<file path="config.mk">
export PLATFORM = sky130hd
export DESIGN_NAME = parking_request_gen
export DESIGN_NICKNAME = d
export VERILOG_FILES = /design/src/rtl/parking_pkg.sv /design/src/rtl/sync_debounce.sv /design/src/rtl/parking_request_gen.sv
export SDC_FILE = /design/constraint.sdc
export NUM_CORES = 1
export LEC_CHECK = 0
export CAP_MARGIN = 40
export CORE_ASPECT_RATIO = 2
export CORE_MARGIN = 10
export CORE_UTILIZATION = 35
export CTS_BUF_LIST = sky130_fd_sc_hd__clkbuf_4 sky130_fd_sc_hd__clkbuf_8
export CTS_CLUSTER_SIZE = 25
export DETAILED_ROUTE_END_ITERATION = 6
export PLACE_DENSITY = 0.62
export REMOVE_ABC_BUFFERS = 1
export SLEW_MARGIN = 20
export SYNTH_ARGS = -nofsm -noshare
export SYNTH_HDL_FRONTEND = slang
export SYNTH_SLANG_ARGS = --single-unit
export TNS_END_PERCENT = 50
</file>
<file path="constraint.sdc">
create_clock -name clk -period 1.8 [get_ports clk]
set_clock_uncertainty 0.2 [all_clocks]
set_input_delay 0.18 -clock clk [delete_from_list [all_inputs] [get_ports clk]]
set_output_delay 0.18 -clock clk [all_outputs]
set_load 0.02 [all_outputs]
</file>
<file path="src/rtl/parking_pkg.sv">
// Shared types and constants for the parking request front-end.
package parking_pkg;

    typedef enum logic [1:0] {
        IDLE     = 2'd0,
        ISSUE    = 2'd1,
        WAIT_ACK = 2'd2,
        COOLDOWN = 2'd3
    } state_t;

    // Upper two bits of the FSM request word {enter, exit}
    localparam logic [1:0] REQ_ENTER = 2'b10;
    localparam logic [1:0] REQ_EXIT  = 2'b01;
    localparam logic [1:0] REQ_NONE  = 2'b00;

    localparam logic [3:0] FULL = 4'hF;

endpackage

</file>
<file path="src/rtl/sync_debounce.sv">
// Two-flop synchroniser followed by a down-counting debouncer for one bit.
module sync_debounce #(
    parameter int DEBOUNCE_CYCLES = 4
) (
    input  logic clk,
    input  logic rst_n,
    input  logic d_raw,
    output logic d_deb
);

    localparam int CNT_W = $clog2(DEBOUNCE_CYCLES + 1);
    localparam logic [CNT_W-1:0] CNT_LOAD = CNT_W'(DEBOUNCE_CYCLES - 1);

    logic sync1_q, sync1_d;
    logic sync2_q, sync2_d;
    logic deb_q, deb_d;
    logic [CNT_W-1:0] cnt_q, cnt_d;

    // Count down while the synchronised value disagrees; accept it on the last differing sample
    always_comb begin
        sync1_d = d_raw;
        sync2_d = sync1_q;
        deb_d   = deb_q;
        cnt_d   = CNT_LOAD;
        if (sync2_q != deb_q) begin
            if (cnt_q == '0) begin
                deb_d = sync2_q;
            end else begin
                cnt_d = cnt_q - CNT_W'(1);
            end
        end
    end

    // State registers
    always_ff @(posedge clk or negedge rst_n) begin
        if (!rst_n) begin
            sync1_q <= 1'b0;
            sync2_q <= 1'b0;
            deb_q   <= 1'b0;
            cnt_q   <= CNT_LOAD;
        end else begin
            sync1_q <= sync1_d;
            sync2_q <= sync2_d;
            deb_q   <= deb_d;
            cnt_q   <= cnt_d;
        end
    end

    assign d_deb = deb_q;

endmodule

</file>
<file path="src/rtl/parking_request_gen.sv">
// Parking request front-end: qualifies sensor edges and feeds single-cycle
// request words to the occupancy FSM, one at a time.
//
//   state    | meaning
//   ---------+-----------------------------------------------------------
//   IDLE     | pick pending exit (priority) or enter; reject if pointless
//   ISSUE    | fsm_in carries the request for exactly this cycle
//   WAIT_ACK | wait for door_open_pulse, give up after ACK_TIMEOUT cycles
//   COOLDOWN | hold off for COOLDOWN_CYCLES before accepting new work
module parking_request_gen
    import parking_pkg::*;
#(
    parameter int DEBOUNCE_CYCLES = 4,
    parameter int ACK_TIMEOUT     = 8,
    parameter int COOLDOWN_CYCLES = 2
) (
    input  logic       clk,
    input  logic       reset,
    input  logic       enter_raw,
    input  logic       exit_raw,
    input  logic [1:0] exit_place_raw,
    input  logic [3:0] occupancy,
    input  logic       door_open_pulse,
    output logic [3:0] fsm_in,
    output logic       busy,
    output logic       reject_pulse,
    output logic       timeout_pulse
);

    localparam int TMR_MAX = (ACK_TIMEOUT > COOLDOWN_CYCLES) ? ACK_TIMEOUT : COOLDOWN_CYCLES;
    localparam int TMR_W   = $clog2(TMR_MAX + 1);
    localparam logic [TMR_W-1:0] ACK_LOAD = TMR_W'(ACK_TIMEOUT - 1);
    localparam logic [TMR_W-1:0] CD_LOAD  = TMR_W'((COOLDOWN_CYCLES > 0) ? COOLDOWN_CYCLES - 1 : 0);

    logic [3:0] raw_vec, deb_vec;
    logic       deb_enter, deb_exit;
    logic [1:0] deb_place;

    assign raw_vec   = {exit_place_raw, exit_raw, enter_raw};
    assign deb_enter = deb_vec[0];
    assign deb_exit  = deb_vec[1];
    assign deb_place = deb_vec[3:2];

    for (genvar i = 0; i < 4; i++) begin : g_deb
        sync_debounce #(.DEBOUNCE_CYCLES(DEBOUNCE_CYCLES)) u_deb (
            .clk   (clk),
            .rst_n (reset),
            .d_raw (raw_vec[i]),
            .d_deb (deb_vec[i])
        );
    end

    state_t           state_q, state_d;
    logic [TMR_W-1:0] tmr_q, tmr_d;
    logic             enter_prev_q, enter_prev_d;
    logic             exit_prev_q, exit_prev_d;
    logic             enter_rise_q, enter_rise_d;
    logic             exit_rise_q, exit_rise_d;
    logic             pend_enter_q, pend_enter_d;
    logic             pend_exit_q, pend_exit_d;
    logic [1:0]       pend_place_q, pend_place_d;
    logic [3:0]       fsm_in_q, fsm_in_d;
    logic             busy_q, busy_d;
    logic             reject_q, reject_d;
    logic             timeout_q, timeout_d;
    logic             clr_enter, clr_exit;

    // Edge capture, pending flags and request sequencing
    always_comb begin
        enter_prev_d = deb_enter;
        exit_prev_d  = deb_exit;
        enter_rise_d = deb_enter & ~enter_prev_q;
        exit_rise_d  = deb_exit & ~exit_prev_q;
        state_d      = state_q;
        tmr_d        = tmr_q;
        fsm_in_d     = {REQ_NONE, 2'b00};
        reject_d     = 1'b0;
        timeout_d    = 1'b0;
        clr_enter    = 1'b0;
        clr_exit     = 1'b0;

        case (state_q)
            IDLE: begin
                if (pend_exit_q) begin
                    if (!occupancy[pend_place_q]) begin
                        reject_d = 1'b1;
                        clr_exit = 1'b1;
                    end else begin
                        state_d  = ISSUE;
                        fsm_in_d = {REQ_EXIT, pend_place_q};
                    end
                end else if (pend_enter_q) begin
                    if (occupancy == FULL) begin
                        reject_d  = 1'b1;
                        clr_enter = 1'b1;
                    end else begin
                        state_d  = ISSUE;
                        fsm_in_d = {REQ_ENTER, 2'b00};
                    end
                end
            end
            ISSUE: begin
                // The word being presented tells which request is consumed
                clr_enter = fsm_in_q[3];
                clr_exit  = fsm_in_q[2];
                state_d   = WAIT_ACK;
                tmr_d     = ACK_LOAD;
            end
            WAIT_ACK: begin
                if (door_open_pulse || tmr_q == '0) begin
                    timeout_d = ~door_open_pulse;
                    state_d   = (COOLDOWN_CYCLES > 0) ? COOLDOWN : IDLE;
                    tmr_d     = CD_LOAD;
                end else begin
                    tmr_d = tmr_q - TMR_W'(1);
                end
            end
            COOLDOWN: begin
                if (tmr_q == '0) begin
                    state_d = IDLE;
                end else begin
                    tmr_d = tmr_q - TMR_W'(1);
                end
            end
            default: state_d = IDLE;
        endcase

        pend_enter_d = (pend_enter_q & ~clr_enter) | enter_rise_q;
        pend_exit_d  = (pend_exit_q & ~clr_exit) | exit_rise_q;
        // A pending exit keeps its place; later exit edges are absorbed
        if (exit_rise_q && (!pend_exit_q || clr_exit)) begin
            pend_place_d = deb_place;
        end else begin
            pend_place_d = pend_place_q;
        end
        busy_d = (state_d != IDLE);
    end

    // State and registered outputs
    always_ff @(posedge clk or negedge reset) begin
        if (!reset) begin
            state_q      <= IDLE;
            tmr_q        <= '0;
            enter_prev_q <= 1'b0;
            exit_prev_q  <= 1'b0;
            enter_rise_q <= 1'b0;
            exit_rise_q  <= 1'b0;
            pend_enter_q <= 1'b0;
            pend_exit_q  <= 1'b0;
            pend_place_q <= 2'b00;
            fsm_in_q     <= 4'b0000;
            busy_q       <= 1'b0;
            reject_q     <= 1'b0;
            timeout_q    <= 1'b0;
        end else begin
            state_q      <= state_d;
            tmr_q        <= tmr_d;
            enter_prev_q <= enter_prev_d;
            exit_prev_q  <= exit_prev_d;
            enter_rise_q <= enter_rise_d;
            exit_rise_q  <= exit_rise_d;
            pend_enter_q <= pend_enter_d;
            pend_exit_q  <= pend_exit_d;
            pend_place_q <= pend_place_d;
            fsm_in_q     <= fsm_in_d;
            busy_q       <= busy_d;
            reject_q     <= reject_d;
            timeout_q    <= timeout_d;
        end
    end

    assign fsm_in        = fsm_in_q;
    assign busy          = busy_q;
    assign reject_pulse  = reject_q;
    assign timeout_pulse = timeout_q;

endmodule
</file>
==> flow_metrics.py <==
metrics = {
    "route": {
        "viasPerCell": 4.82,
        "wl_per_cell_um": 12.8,
        "num_vias": 1243,
        "drc_errors": 0,
        "wl_um": 3310,
        "drtAntennaViolNets": 0,
        "dr.pass1.iters": 2,
        "drt_iter0_markers": 66,
    },
    "global_route": {
        "grt-ovfl-total": 0,
        "met2_usage_pct": 14.8,
        "antenna_found_initial": 0,
        "use_met3_pct": 2.23,
        "grt_pass1_wl_um": 5760,
        "grt_pass1_vias": 1260,
        "grt_util_met1_pct": 7.48,
        "grt_max_degree": 46,
        "grt_util_all_layers_pct": 7.98,
        "busiest_layer": "met2",
    },
    "timing": {
        "setup_viol": 4,
        "rsz0062_at_grt": "yes",
        "timing.fmax_mhz": 540,
        "worst_slack_ns": -0.0518,
        "finalHoldWorstSlack_ns": 0.122,
        "slew_headroom_pct": 72.2,
        "slew_violations": 0,
        "period_needed_ns": 1.85,
        "period_share_pct": 103,
        "hold_violations": 0,
        "tightest_slew_ns": 0.416,
    },
    "critical_path": {
        "critical-path-max-stage-delay_ns": 0.55,
        "rrSetupSlack_ns": -0.05,
        "worstSetupPathType": "reg2reg",
        "endpoint_kind": "register",
        "cp_cell_sequence": "mux4_2, a211oi_2, o21ai_2, mux2_2",
        "crit_required_ns": 1.79,
        "cpMaxStageDelayCell": "mux4_2",
        "cp-start-kind": "register",
        "worstPathArrival_ns": 1.84,
        "critical_path.max_fanout": 3,
    },
    "hold_path": {
        "worstHoldPathType": "in2reg",
    },
    "logic_synthesis": {
        "synth_fa_ha_area_share_pct": 6.56,
        "yosys_most_used_dff": "dfrtp_1",
        "ys_seq_area_share_pct": 59.5,
        "synth_warnings": 0,
        "synth-xor-area-share_pct": 2.75,
        "synth_seq_cells": 45,
        "netlist_instances": 157,
        "syn_area_um2": 1910,
        "synth_edf_count": 0,
        "async_flop_share_pct": 100,
        "synth_top_family_by_area": "simple AND/OR/NAND/NOR gates",
        "synth_simple_gate_area_share_pct": 14.6,
        "ys_types": 38,
        "synth_compound_area_share_pct": 6.82,
        "muxShareOfSynthArea_pct": 6.82,
        "syn_avg_cell_area_um2": 12.2,
    },
    "cells_and_area": {
        "nNetsFinal": 218,
        "final_cell_mix": "37 x dfrtp_1, 16 x clkdlybuf4s50_1, 16 x buf_4, 13 x inv_1, 13 x nor2_1",
        "fin_area_um2": 2390,
        "fin_util_pct": 44.4,
        "diodes": 0,
        "area_delta_synth_final_pct": 25.1,
        "drive_gt1_share_pct": 23.7,
        "final_common_cell": "dfrtp_1",
    },
    "floorplan": {
        "dieWidth_um": 72.2,
        "core_area_um2": 5370,
        "start_util_pct": 35.5,
        "rows": 38,
        "die_y_um": 124,
        "die-area_um2": 8980,
        "ioPinCount": 18,
    },
    "clock_network": {
        "ctsRootBufferMaster": "clkbuf_8",
        "cts_setup_buffers": 0,
        "clk_latency_ns": 0.29,
        "cts_buffers": 5,
        "cts_num_sinks": 45,
        "cts_max_path_buffers": 2,
        "cts.htree.levels": 2,
        "cts_tree": "done",
        "path_clk_slew_ns": 0.09,
    },
    "status": {
        "outcome": "finished with violations",
        "violations": "negative setup slack",
    },
    "power_and_ir_drop": {
        "combPwrFrac_pct": 36.9,
        "cellLeakagePower_uw": 0.00112,
        "p_switching_uw": 1140,
        "pwr-share-clk_pct": 17.5,
        "vdd_drop_max_v": 0.000831,
        "switching_share_pct": 32.9,
        "p_int_uw": 2320,
        "p_seq_share_pct": 45.6,
        "power_density_nw_per_um2": 1450,
    },
    "placement": {
        "gp_congestion": 0.727,
        "place_area_um2": 2280,
        "portBuffers": 17,
        "dpl.hpwl_um": 2480,
    },
    "run": {
        "drv_cap": 0,
    },
}
==> sequential cells by signal (all words and copies together) (netlist names) <==
register and cells:
busy 1, enter_prev_q 1, enter_rise_q 1, exit_prev_q 1, exit_rise_q 1, fsm_in 4
g_deb.u_deb.cnt_q 12, g_deb.u_deb.d_deb 4, g_deb.u_deb.sync1_q 4, g_deb.u_deb.sync2_q 4, pend_enter_q 1, pend_exit_q 1
pend_place_q 2, reject_pulse 1, state_q 2, timeout_pulse 1, tmr_q 4
==> area by class of cell <==
type / instances / area, µm²
timing repair buffer: 35 / 315
sequential: 45 / 1140
clock inverter: 3 / 17.5
inverter: 13 / 48.8
fill: 524 / 2990
clock buffer: 5 / 68.8
tap: 60 / 75.1
multi-input combinational: 97 / 726
==> power groups by stage <==
stage	sequential [µW]	combinational [µW]	clock, µW
2_1_floorplan	1620	773	0
3_3_place_gp	1590	1250	0
3_5_place_dp	1600	1280	0
4_1_cts	1580	1290	634
5_1_grt	1620	1440	679
6_report	1570	1270	604
==> worst max-delay path: cells and delay by family (launching register included) <==
| family | cells | cell delay, ns |
|---|---|---|
| DFF | 1 | 0.38 |
| muxes | 2 | 0.82 |
| AOI/OAI and AO/OA | 2 | 0.34 |
==> what timing repair did <==
action	CTS	global route
setup endpoints to repair	4	6
resized for setup	1	1
hold buffers	1	0
pin swaps	2	0
endpoints found under the hold margin	45	0
==> worst paths after layout <==
| kind | startpoint | to | cells after the start |
|---|---|---|---|
| max in group asynchronous | reset | g_deb[1].u_deb.cnt_q[1]$_DFF_PN1_ | 3 |
| setup reg to reg | pend_place_q[0]$_DFFE_PN0P_ | pend_place_q[0]$_DFFE_PN0P_ | 4 |
| min in group asynchronous | reset | reject_pulse$_DFF_PN0_ | 3 |
| hold / removal | enter_raw | g_deb[0].u_deb.sync1_q$_DFF_PN0_ | 1 |
| hold reg to reg | g_deb[2].u_deb.sync1_q$_DFF_PN0_ | g_deb[2].u_deb.sync2_q$_DFF_PN0_ | 0 |
| setup / recovery | pend_place_q[0]$_DFFE_PN0P_ | pend_place_q[0]$_DFFE_PN0P_ | 4 |
==> Yosys cell counts (all sizes together) (4+ instances only) <==
| cell | n | area share [%] |
|---|---|---|
| a21oi | 5 | 1.3 |
| dfrtp | 37 | 49 |
| dfstp | 8 | 11 |
| ha | 10 | 6.6 |
| inv | 13 | 2.6 |
| mux2 | 6 | 3.5 |
| mux2i | 4 | 2.1 |
| nand2 | 12 | 2.4 |
| nor2 | 13 | 2.6 |
| nor2b | 7 | 2.3 |
| nor3b | 4 | 1.8 |
| xnor2 | 4 | 1.8 |
==> per-stage QoR <==
stage | std cells | worst slack [ns] | power (µW) | TNS (ns)
after CTS | 258 | -0.0694 | 3500 | -0.245
final | 258 | -0.0518 | 3450 | -0.184
after detailed placement | 249 | -0.303 | 2880 | -1.47
after floorplan | 155 | -0.0768 | 2390 | -0.246
after global placement | 249 | -0.288 | 2840 | -1.34
after global routing | 258 | -0.166 | 3750 | -0.582
==> cell families (layout without fill, tap and decap cells) <==
kind of cell	count (synthesis)	in the layout
multiplexers	11	11
flip-flops	45	45
AO/OA/AOI/OAI	18	18
buffers and inverters	15	56
adder cells (fa/ha/maj)	10	10
XOR/XNOR	6	6
AND/OR/NAND/NOR	52	52
==> layer usage <==
metal | part of all wire (%) | routed length, µm
met5 | 0 | 0
met4 | 2.2 | 74
met3 | 3.4 | 113
met2 | 58 | 1920
met1 | 36 | 1210
(Power assumes the default switching activity.)
